`src/rtl/dpy_point_queue.sv`:
```
// Type 30 display point queue: accepts CPU point commands, converts ones'-complement
// AC/IO coordinates to screen space, and replays them as paced strobes.
module dpy_point_queue #(
  parameter int DEPTH_LOG2 = 4,
  parameter int GAP        = 4,
  parameter int X_WIDTH    = 10,
  parameter int Y_WIDTH    = 10
) (
  input  logic                  clk,
  input  logic                  reset,
  input  logic                  req,
  input  logic [17:0]           ac,
  input  logic [17:0]           io,
  output logic                  ack,
  input  logic                  hold,
  output logic                  strobe,
  output logic [X_WIDTH-1:0]    x,
  output logic [Y_WIDTH-1:0]    y,
  output logic [DEPTH_LOG2:0]   level,
  output logic                  full
);

  localparam int DEPTH = 1 << DEPTH_LOG2;
  localparam int PW    = (GAP > 1) ? $clog2(GAP) : 1;

  typedef struct packed {
    logic [X_WIDTH-1:0] x;
    logic [Y_WIDTH-1:0] y;
  } point_t;

  typedef enum logic [1:0] {IDLE, STROBE, WAIT} state_t;

  point_t                mem [DEPTH];
  point_t                wr_pt;
  logic [DEPTH_LOG2-1:0] wr_ptr, rd_ptr;
  logic [DEPTH_LOG2:0]   cnt;
  logic [PW-1:0]         pace;
  logic                  push, pop, pace_ld;
  state_t                state, state_nxt;
  logic                  unused_lsbs;

  // Sign bit flipped turns ones' complement into offset binary; y is then
  // inverted so positive y lands at the top of the screen.
  assign wr_pt.x = {~ac[17], ac[16:18-X_WIDTH]};
  assign wr_pt.y = ~{~io[17], io[16:18-Y_WIDTH]};
  assign unused_lsbs = ^{ac[17-X_WIDTH:0], io[17-Y_WIDTH:0]};

  assign full  = (cnt == (DEPTH_LOG2+1)'(DEPTH));
  assign level = cnt;
  // A pending ack masks acceptance so a held req is queued only once.
  assign push  = !reset && req && !full && !ack;

  always_ff @(posedge clk) begin
    if (push) mem[wr_ptr] <= wr_pt;
  end

  always_ff @(posedge clk) begin
    if (reset) begin
      wr_ptr <= '0;
      rd_ptr <= '0;
      cnt    <= '0;
      ack    <= 1'b0;
    end else begin
      ack <= push;
      if (push) wr_ptr <= wr_ptr + 1'b1;
      if (pop)  rd_ptr <= rd_ptr + 1'b1;
      if (push && !pop)      cnt <= cnt + 1'b1;
      else if (!push && pop) cnt <= cnt - 1'b1;
    end
  end

  always_ff @(posedge clk) begin
    if (reset) state <= IDLE;
    else       state <= state_nxt;
  end

  // The pop itself costs one cycle in IDLE, so WAIT ends one count early to
  // keep strobe edges exactly GAP cycles apart under backlog.
  always_comb begin
    state_nxt = state;
    pop       = 1'b0;
    pace_ld   = 1'b0;
    case (state)
      IDLE: begin
        if (cnt != '0 && !hold) begin
          pop       = 1'b1;
          state_nxt = STROBE;
        end
      end
      STROBE: begin
        if (GAP == 1) begin
          if (cnt != '0 && !hold) pop = 1'b1;
          else                    state_nxt = IDLE;
        end else begin
          pace_ld   = 1'b1;
          state_nxt = (GAP == 2) ? IDLE : WAIT;
        end
      end
      WAIT: begin
        if (pace == PW'(2)) state_nxt = IDLE;
      end
      default: state_nxt = IDLE;
    endcase
  end

  always_ff @(posedge clk) begin
    if (reset)                pace <= '0;
    else if (pace_ld)         pace <= PW'(GAP - 1);
    else if (state == WAIT)   pace <= pace - 1'b1;
  end

  // x/y keep the last strobed point between strobes.
  always_ff @(posedge clk) begin
    if (reset) begin
      strobe <= 1'b0;
      x      <= '0;
      y      <= '0;
    end else begin
      strobe <= pop;
      if (pop) begin
        x <= mem[rd_ptr].x;
        y <= mem[rd_ptr].y;
      end
    end
  end

endmodule
```
`config.mk`:
```
export PLATFORM = sky130hd
export DESIGN_NAME = dpy_point_queue
export DESIGN_NICKNAME = d
export VERILOG_FILES = /design/src/rtl/dpy_point_queue.sv
export SDC_FILE = /design/constraint.sdc
export NUM_CORES = 1
export LEC_CHECK = 0
export ABC_AREA = 1
export CAP_MARGIN = 20
export CORE_UTILIZATION = 40
export CTS_CLUSTER_DIAMETER = 120
export DETAILED_ROUTE_END_ITERATION = 16
export PLACE_DENSITY_LB_ADDON = 0.25
export SLEW_MARGIN = 0
export SYNTH_ARGS = -nofsm -noshare
export SYNTH_HDL_FRONTEND = slang
export SYNTH_SLANG_ARGS = --single-unit
```
`constraint.sdc`:
```
create_clock -name clk -period 3.6 [get_ports clk]
set_input_delay 0.72 -clock clk [delete_from_list [all_inputs] [get_ports clk]]
set_output_delay 0.72 -clock clk [all_outputs]
set_load 0.02 [all_outputs]
```
[Word-level counts from Yosys, hierarchy flattened]
Memories as Yosys holds them, arrays and structs flattened. A register that Yosys moved wholly into a read port is not among the register bits.
Index checks and enable logic that the tools add are counted.
Storage, ports and cells
  bits in registers: 19
  memory bits (writable): 320
  input bits: 40
  output and inout port bits: 28
  word-level logic and storage cells: 51
  memories kept: 1
Operators by class
  add/subtract/negate cells: 5
  equality and inequality tests: 6
  muxes and demuxes: 12
  bitwise logic cells: 3
  reductions and logical operators: 17
Memory list
  mem: words 16, bits a word 20, read ports 1, clocked after memory_dff 1, write ports 1, RTL line 33  | point_t mem [DEPTH];
Operators by type and width (number)
  $mux W5: 2
  $not A10 Y10: 1
  $add A4 B1 Y4 const B: 2
  $mux W2: 4
  $logic_and A1 B1 Y1: 6
  $logic_not A1 Y1: 6
  $pmux W2 S3: 1
  $add A5 B1 Y5 const B: 1
  $eq A5 B5 Y1 const B: 1
  $mux W1: 5
  $reduce_bool A5 Y1: 1
  $sub A5 B1 Y5 const B: 1
  $eq A2 B2 Y1 const B: 2
  $ne A2 B2 Y1 const B: 2
  $reduce_bool A2 Y1: 2
  $eq A2 B1 Y1 const B: 1
  $logic_not A2 Y1: 1
  $not A1 Y1: 2
  $reduce_and A2 Y1: 1
  $sub A2 B1 Y2 const B: 1

[Logic depth before layout (Yosys ltp)]
Gate-level depths: netlist of run 1.
  word-level depth: 8
  mapped depth: 15
  mapped depth without buffers: 14

[Worst setup path after synthesis of run 1]
Ideal clock, no wire load.
  path type: in2reg
  start: in reset
  end: mem mem[11][0] (netlist name) (enable)
  arrival: 2327 ps
  setup slack: 877 ps
  cell stages on the path: 8
  path through: buf_2 > inv_1 > nand2_1 > nor2_1 > nand2_1 > inv_2 > nand2_1 > nor2_1
Between the ends
  word-level cells in the longest chain between the ends: 6
RTL lines
  start, declared: RTL line 10  | input logic reset,
  $logic_not A1 Y1: RTL line 51  | assign push = !reset && req && !full && !ack;
  $logic_and A1 B1 Y1 (3 in a row): RTL line 51
  named net push: RTL line 38  | logic push, pop, pace_ld;
  $mux W1: RTL line 54  | if (push) mem[wr_ptr] <= wr_pt;
  $mux W1 (implied by the code): RTL line 54
  end, declared: RTL line 33
The timed path passes the listed nets, and every way through them passes these cells.

[Worst setup path after layout of run 1]
  start: in reset
  end: reg cnt[3], in the netlist level[3]
Between the ends
  word-level cells in the longest chain between the ends: 7
RTL lines
  $logic_not A1 Y1 *: RTL line 51
  $logic_and A1 B1 Y1 * (3 in a row): RTL line 51
  named net push: RTL line 38
  $logic_not A1 Y1: RTL line 68  | else if (!push && pop) cnt <= cnt - 1'b1;
  $logic_and A1 B1 Y1: RTL line 68
  $reduce_bool A2 Y1 (no source line)
  end signal, assigned: RTL line 67  | if (push && !pop) cnt <= cnt + 1'b1;
  end signal, assigned: RTL line 68
  end, declared: RTL line 36  | logic [DEPTH_LOG2:0] cnt;
Mark *: on every way through the listed nets, which the timed path passes. The rest lies on a longest branch.
A chain may end at the register's enable or synchronous reset.

==> flow_metrics.env, run 1 <==
export IMPL_start_util_pct=40.7
export IMPL_synth_fa_ha_area_share_pct=1.19
export IMPL_final_setup_tns_ps=0
export IMPL_timing_final_hold_violations=0
export IMPL_drtIter0Drc=789
export IMPL_wire_per_inst_um=17.0
export IMPL_synth_seq_cells=359
export IMPL_final_setup_skew_ps=19.0
export IMPL_design_power_total_mw=12.2
export IMPL_grtUsageTotal_pct=18.5
export IMPL_post_route_cells_drive_above_1_share_pct=7.43
export IMPL_numCtsBuffers=39
export IMPL_run_status="finished, final reports clean"
export IMPL_critPathLaunchType="primary input"
export IMPL_clock_tree_root_cell="sky130_fd_sc_hd__clkbuf_16"
export IMPL_vias_in_the_first_global_route=9596
export IMPL_power_leakage_nw=7.37
export IMPL_synth_top_family_by_area="simple AND/OR/NAND/NOR gates"
export IMPL_global_route_overflow_total=0
export IMPL_rows=71
export IMPL_netlist_area_sq_um=15300
export IMPL_synth_compound_area_share_pct=1.97
export IMPL_maxCapViolCount=0
export IMPL_clk_pin_slew_ps=60
export IMPL_tightestPinTransition_ps=1070
export IMPL_cts_setup_buffers=0
export IMPL_clockBufferDepth=3
export IMPL_pre_cts_ws_ps=510
export IMPL_cp_end_kind="flip-flop"
export IMPL_synth_top_cells_by_area="sky130_fd_sc_hd__edfxtp_1 (63%), sky130_fd_sc_hd__nand2_1 (13%), sky130_fd_sc_hd__nand3_1 (7.4%)"
export IMPL_synth_simple_area_share_pct=21.1
export IMPL_power_ir_vdd_worst_v=0.000593
export IMPL_finalWorstSetupSlack_ps=1060
export IMPL_synth_sequential_area_ratio_pct=67.7
export IMPL_hpwlAfterDp_um=20600
export IMPL_placeableCoreArea_sq_um=37700
export IMPL_antenna_cells_inserted=0
export IMPL_syn_area_per_cell_sq_um=10.2
export IMPL_grt_first_pass_wirelength_um=54900
export IMPL_worst_hold_path_type="flip-flop to flip-flop"
export IMPL_syn_num_nets=1557
export IMPL_synth_cell_types=25
export IMPL_floorplan_die_area_sq_um=39100
export IMPL_power_density_nw_per_um2=684
export IMPL_finish_net_count=1615
export IMPL_numClockSinks=359
export IMPL_cts_htree_levels=2
export IMPL_post_synth_mux_area_share_pct=0
export IMPL_grt_max_degree=163
export IMPL_final_max_slew_viol_count=0
export IMPL_fp_dieH_um=198
export IMPL_design_portCount=68
export IMPL_crit_fanout=7
export IMPL_post_synth_inst_count=1503
export IMPL_grt_setup_unrepaired="false"
export IMPL_antenna_violating_nets_post_route=0
export IMPL_gpl_wtd_cong=0.804
export IMPL_cts_resized=0
export IMPL_flow_area_growth_from_synthesis_pct=16.0
export IMPL_min_period_over_period_pct=70.6
export IMPL_synthDominantCellAreaShare_pct=62.7
export IMPL_io_buffer_count=51
export IMPL_finalWirelength_um=35600
export IMPL_die_width_um=198
export IMPL_fmaxAchievable_mhz=393
export IMPL_timing_max_slew_rel_slack_pct=28.5
export IMPL_path_class="primary input to flip-flop"
export IMPL_arrival_ps=2960
export IMPL_synthXorXnorAreaFrac_pct=0.228
export IMPL_first_pass_iters=5
export IMPL_min_period_ps=2540
export IMPL_worstPathRequired_ps=4010
export IMPL_grt_antenna_before_repair=0
export IMPL_vias_per_cell=4.82
export IMPL_dr_total_vias=10127
export IMPL_setup_viol=0
export IMPL_insertion_delay_ps=520
export IMPL_post_synth_top_area_cell="sky130_fd_sc_hd__edfxtp_1"
export IMPL_post_cts_hold_fix_bufs=0
export IMPL_clock_tree_from_tritoncts="done"
export IMPL_drc_errors=0
export IMPL_synth_warning_count=0
path summary, 6_finish.rpt:
path | startpoint | end | slack (ps) | depth (start not counted)
setup / recovery | reset | level[3] | 1060 | 14
hold reg to reg | pace[0] | pace[0] | 490 | 1
setup reg to reg | level[1] | level[3] | 1270 | 12
hold / removal | pace[0] | pace[0] | 490 | 1
worst max-delay path, cell delays in order:
cell	delay [ps]
sky130_fd_sc_hd__clkdlybuf4s50_1	420
sky130_fd_sc_hd__inv_1	80
sky130_fd_sc_hd__nand2_1	50
sky130_fd_sc_hd__nor2_1	80
sky130_fd_sc_hd__nand2_1	180
sky130_fd_sc_hd__inv_2	180
sky130_fd_sc_hd__ha_1	230
sky130_fd_sc_hd__inv_1	110
sky130_fd_sc_hd__ha_1	350
sky130_fd_sc_hd__a21oi_1	150
sky130_fd_sc_hd__nand2_1	80
sky130_fd_sc_hd__xor2_1	130
sky130_fd_sc_hd__o21ai_0	150
sky130_fd_sc_hd__inv_1	50
cells by family after synthesis:
kind of cell,after synthesis
flip-flops,359
AO/OA/AOI/OAI,50
XOR/XNOR,4
adder cells (fa/ha/maj),14
AND/OR/NAND/NOR,785
buffers and inverters,291
where the power goes:
part	switching, mW	internal [mW]	total, mW
Sequential	0.112	4.74	4.86
Combinational	2.35	1.16	3.51
Clock	1.56	2.24	3.80
cells in the mapped netlist (all sizes together):
library cell and number:
xor2 3, edfxtp 320, a31oi 1, o21a 20, nor2 29, clkinv 1
dfxtp 39, clkbuf 21, fa 1, o21ai 13, xnor2 1, buf 52
nand4 2, inv 217, nand3b 1, nand3 226, ha 13, a21oi 16
nand2 527
flip-flops by register name, summed over array words and instances, names as in the netlist:
name    flops
rd_ptr      4
y          10
x          10
wr_ptr      4
ack         1
pace        2
mem       320
state       2
level       5
strobe      1
final cells by class:
type                       instances  area [sq um]
fill                            3481         19900
timing repair buffer              90           916
clock buffer                      49          1070
tap                              511           639
multi-input combinational        853          3800
clock inverter                    20           153
inverter                         218           821
sequential                       359         10400
cell usage in the layout, fill, tap and decap left out, types with 2 or more instances in the layout:
| master | Yosys | routed |
|---|---|---|
| sky130_fd_sc_hd__nand4_1 | 2 | 2 |
| sky130_fd_sc_hd__dfxtp_2 | 0 | 2 |
| sky130_fd_sc_hd__o21a_1 | 20 | 20 |
| sky130_fd_sc_hd__clkinv_2 | 0 | 9 |
| sky130_fd_sc_hd__buf_4 | 13 | 30 |
| sky130_fd_sc_hd__ha_1 | 13 | 13 |
| sky130_fd_sc_hd__clkdlybuf4s50_1 | 0 | 51 |
| sky130_fd_sc_hd__bufinv_16 | 0 | 2 |
| sky130_fd_sc_hd__nand2_1 | 527 | 527 |
| sky130_fd_sc_hd__edfxtp_1 | 320 | 320 |
| sky130_fd_sc_hd__nor2_2 | 1 | 16 |
| sky130_fd_sc_hd__clkbuf_16 | 0 | 41 |
| sky130_fd_sc_hd__nor2_1 | 28 | 12 |
| sky130_fd_sc_hd__o21ai_0 | 13 | 13 |
| sky130_fd_sc_hd__nand3_1 | 226 | 226 |
| sky130_fd_sc_hd__a21oi_1 | 16 | 16 |
| sky130_fd_sc_hd__clkbuf_1 | 21 | 7 |
| sky130_fd_sc_hd__xor2_1 | 3 | 3 |
| sky130_fd_sc_hd__inv_1 | 214 | 214 |
| sky130_fd_sc_hd__dfxtp_1 | 39 | 36 |
| sky130_fd_sc_hd__buf_12 | 0 | 9 |
| sky130_fd_sc_hd__clkinv_1 | 1 | 7 |
| sky130_fd_sc_hd__inv_2 | 2 | 2 |
per-layer routing:
layer | vias to the layer above | global-route usage (%) | share of wire, %
met5 | - | 0 | 0
met4 | 0 | 5.40 | 2.2
met3 | 46 | 2.81 | 5.5
met2 | 255 | 31.0 | 48
met1 | 4834 | 24.9 | 45
li1 | 4992 | - | -
stage by stage:
step / instances / utilization, % / instance area (sq um) / hold WS (ps)
2_1_floorplan: 1503 / - / 15300 / 441
3_3_place_gp: 2031 / 44.0 / 16600 / 458
3_5_place_dp: 2031 / 44.0 / 16600 / 481
4_1_cts: 2100 / 47.2 / 17800 / 489
5_1_grt: 2100 / 47.2 / 17800 / 529
6_report: 2100 / 47.2 / 17800 / 486
No activity file was read; power rests on OpenSTA's default activity.
==> run 2: changes to the inputs <==
- clock period: 3.6 -> 2.54 ns (I/O delays scaled with it)
==> flow_metrics.env, run 2 (synthesis results as in run 1) <==
export IMPL_fp_dieH_um=198
export IMPL_fmaxAchievable_mhz=428
export IMPL_crit_fanout=5
export IMPL_grt_max_degree=84
export IMPL_power_ir_vdd_worst_v=0.000677
export IMPL_detailroute_wirelength_met2_um=17000
export IMPL_global_route_overflow_total=0
export IMPL_vias_in_the_first_global_route=9696
export IMPL_gpl_wtd_cong=0.810
export IMPL_critPathLaunchType="flip-flop"
export IMPL_placeableCoreArea_sq_um=37700
export IMPL_top_regs="mem (320), x (10), y (10)"
export IMPL_min_period_over_period_pct=92.0
export IMPL_timing_final_hold_violations=0
export IMPL_clk_pin_slew_ps=60
export IMPL_min_period_ps=2340
export IMPL_numClockSinks=359
export IMPL_largest_register="mem"
export IMPL_maxCapViolCount=0
export IMPL_cts_resized=0
export IMPL_fin_hold_ws_ps=474
export IMPL_post_route_cells_drive_above_1_share_pct=8.21
export IMPL_clock_tree_from_tritoncts="done"
export IMPL_grtUsageTotal_pct=18.8
export IMPL_post_cts_hold_fix_bufs=0
export IMPL_antenna_cells_inserted=0
export IMPL_cp_end_kind="primary output"
export IMPL_die_width_um=198
export IMPL_setup_viol=0
export IMPL_finish_utilization_pct=47.9
export IMPL_worstPathRequired_ps=2030
export IMPL_finalWirelength_um=36100
export IMPL_clock_tree_root_cell="sky130_fd_sc_hd__clkbuf_16"
export IMPL_final_design_area_no_fill_sq_um=18000
export IMPL_start_util_pct=40.7
export IMPL_tightestPinTransition_ps=755
export IMPL_worstPathBufferInverterCount=2
export IMPL_largest_reg_flops=320
export IMPL_topRoutingLayerUsed="met4"
export IMPL_met1_length_um=16200
export IMPL_finish_net_count=1630
export IMPL_antenna_violating_nets_post_route=0
export IMPL_most_common_cell_after_layout_fill_and_taps_aside="sky130_fd_sc_hd__nand2_1"
export IMPL_cpPeakStageDelay_ps=590
export IMPL_worstPathCellList="nor2_1, nand4_1, inv_1, clkdlybuf4s50_1"
export IMPL_path_class="flip-flop to primary output"
export IMPL_critical_path_top_delay_family="buffers and inverters"
export IMPL_highest_delay_cell_along_the_critical_path="sky130_fd_sc_hd__clkdlybuf4s50_1"
export IMPL_worst_hold_path_type="flip-flop to flip-flop"
export IMPL_mostFrequentLayoutCells="sky130_fd_sc_hd__nand2_1 (527), sky130_fd_sc_hd__edfxtp_1 (320), sky130_fd_sc_hd__nand3_1 (226)"
export IMPL_rows=71
export IMPL_wire_per_inst_um=17.0
export IMPL_clockBufferDepth=3
export IMPL_grt_antenna_before_repair=0
export IMPL_design_portCount=68
export IMPL_flow_area_growth_from_synthesis_pct=17.6
export IMPL_hpwlAfterDp_um=21400
export IMPL_drtIter0Drc=727
export IMPL_cts_setup_buffers=0
export IMPL_insertion_delay_ps=540
export IMPL_numCtsBuffers=39
export IMPL_io_buffer_count=51
export IMPL_wl_met3_um=2090
export IMPL_final_max_slew_viol_count=0
export IMPL_floorplan_die_area_sq_um=39100
export IMPL_grt_first_pass_wirelength_um=55800
export IMPL_first_pass_iters=7
export IMPL_final_setup_tns_ps=0
export IMPL_cts_htree_levels=2
export IMPL_power_density_nw_per_um2=981
export IMPL_final_setup_skew_ps=10.1
export IMPL_arrival_ps=1830
export IMPL_vias_per_cell=4.81
export IMPL_drc_errors=0
export IMPL_finalWorstSetupSlack_ps=204
export IMPL_timing_max_slew_rel_slack_pct=49.5
export IMPL_power_leakage_nw=7.49
export IMPL_dr_total_vias=10186
export IMPL_pre_cts_ws_ps=-57.1
export IMPL_run_status="finished, final reports clean"
export IMPL_postPlaceCellArea_sq_um=16800
export IMPL_grt_setup_unrepaired="false"
-- run 2: cell count changes in the layout (fill, tap and decap cells not counted), sizes merged --
| cell | delta |
|---|---|
| inv | +1 |
| bufinv | +1 |
| clkinv | -1 |
| clkbuf | +2 |
| buf | +15 |
-- run 2: worst paths after layout --
kind	from	endpoint	slack (ps)	depth (start not counted)
hold reg to reg	pace[0]	pace[0]	470	1
setup reg to reg	state[0]	level[3]	430	11
hold / removal	pace[0]	pace[0]	470	1
setup / recovery	level[1]	full	200	4
-- run 2: where the power goes --
group	leakage [nW]	internal (mW)	switching (mW)
registers	3.20	6.72	0.180
logic	3.66	1.79	3.37
clock network	0.625	3.33	2.30
-- run 2: through the flow --
stage                     power [mW]  instances
after floorplan                 10.5       1503
after global placement          12.2       2046
after detailed placement        12.2       2046
after CTS                       17.9       2118
after global routing            18.7       2118
final                           17.7       2118
-- run 2: layout make-up --
type / count / area, sq um
fill: 3477 / 19600
sequential: 359 / 10400
multi-input combinational: 853 / 3800
timing repair buffer: 105 / 1100
clock buffer: 51 / 1080
inverter: 218 / 821
tap: 511 / 639
clock inverter: 21 / 193
-- run 2: metal layers --
layer  GRT usage (%)  vias to the layer above
li1                -                     5038
met1            25.5                     4840
met2            30.9                      250
met3            2.90                       58
met4            6.23                        0
met5               0                        -
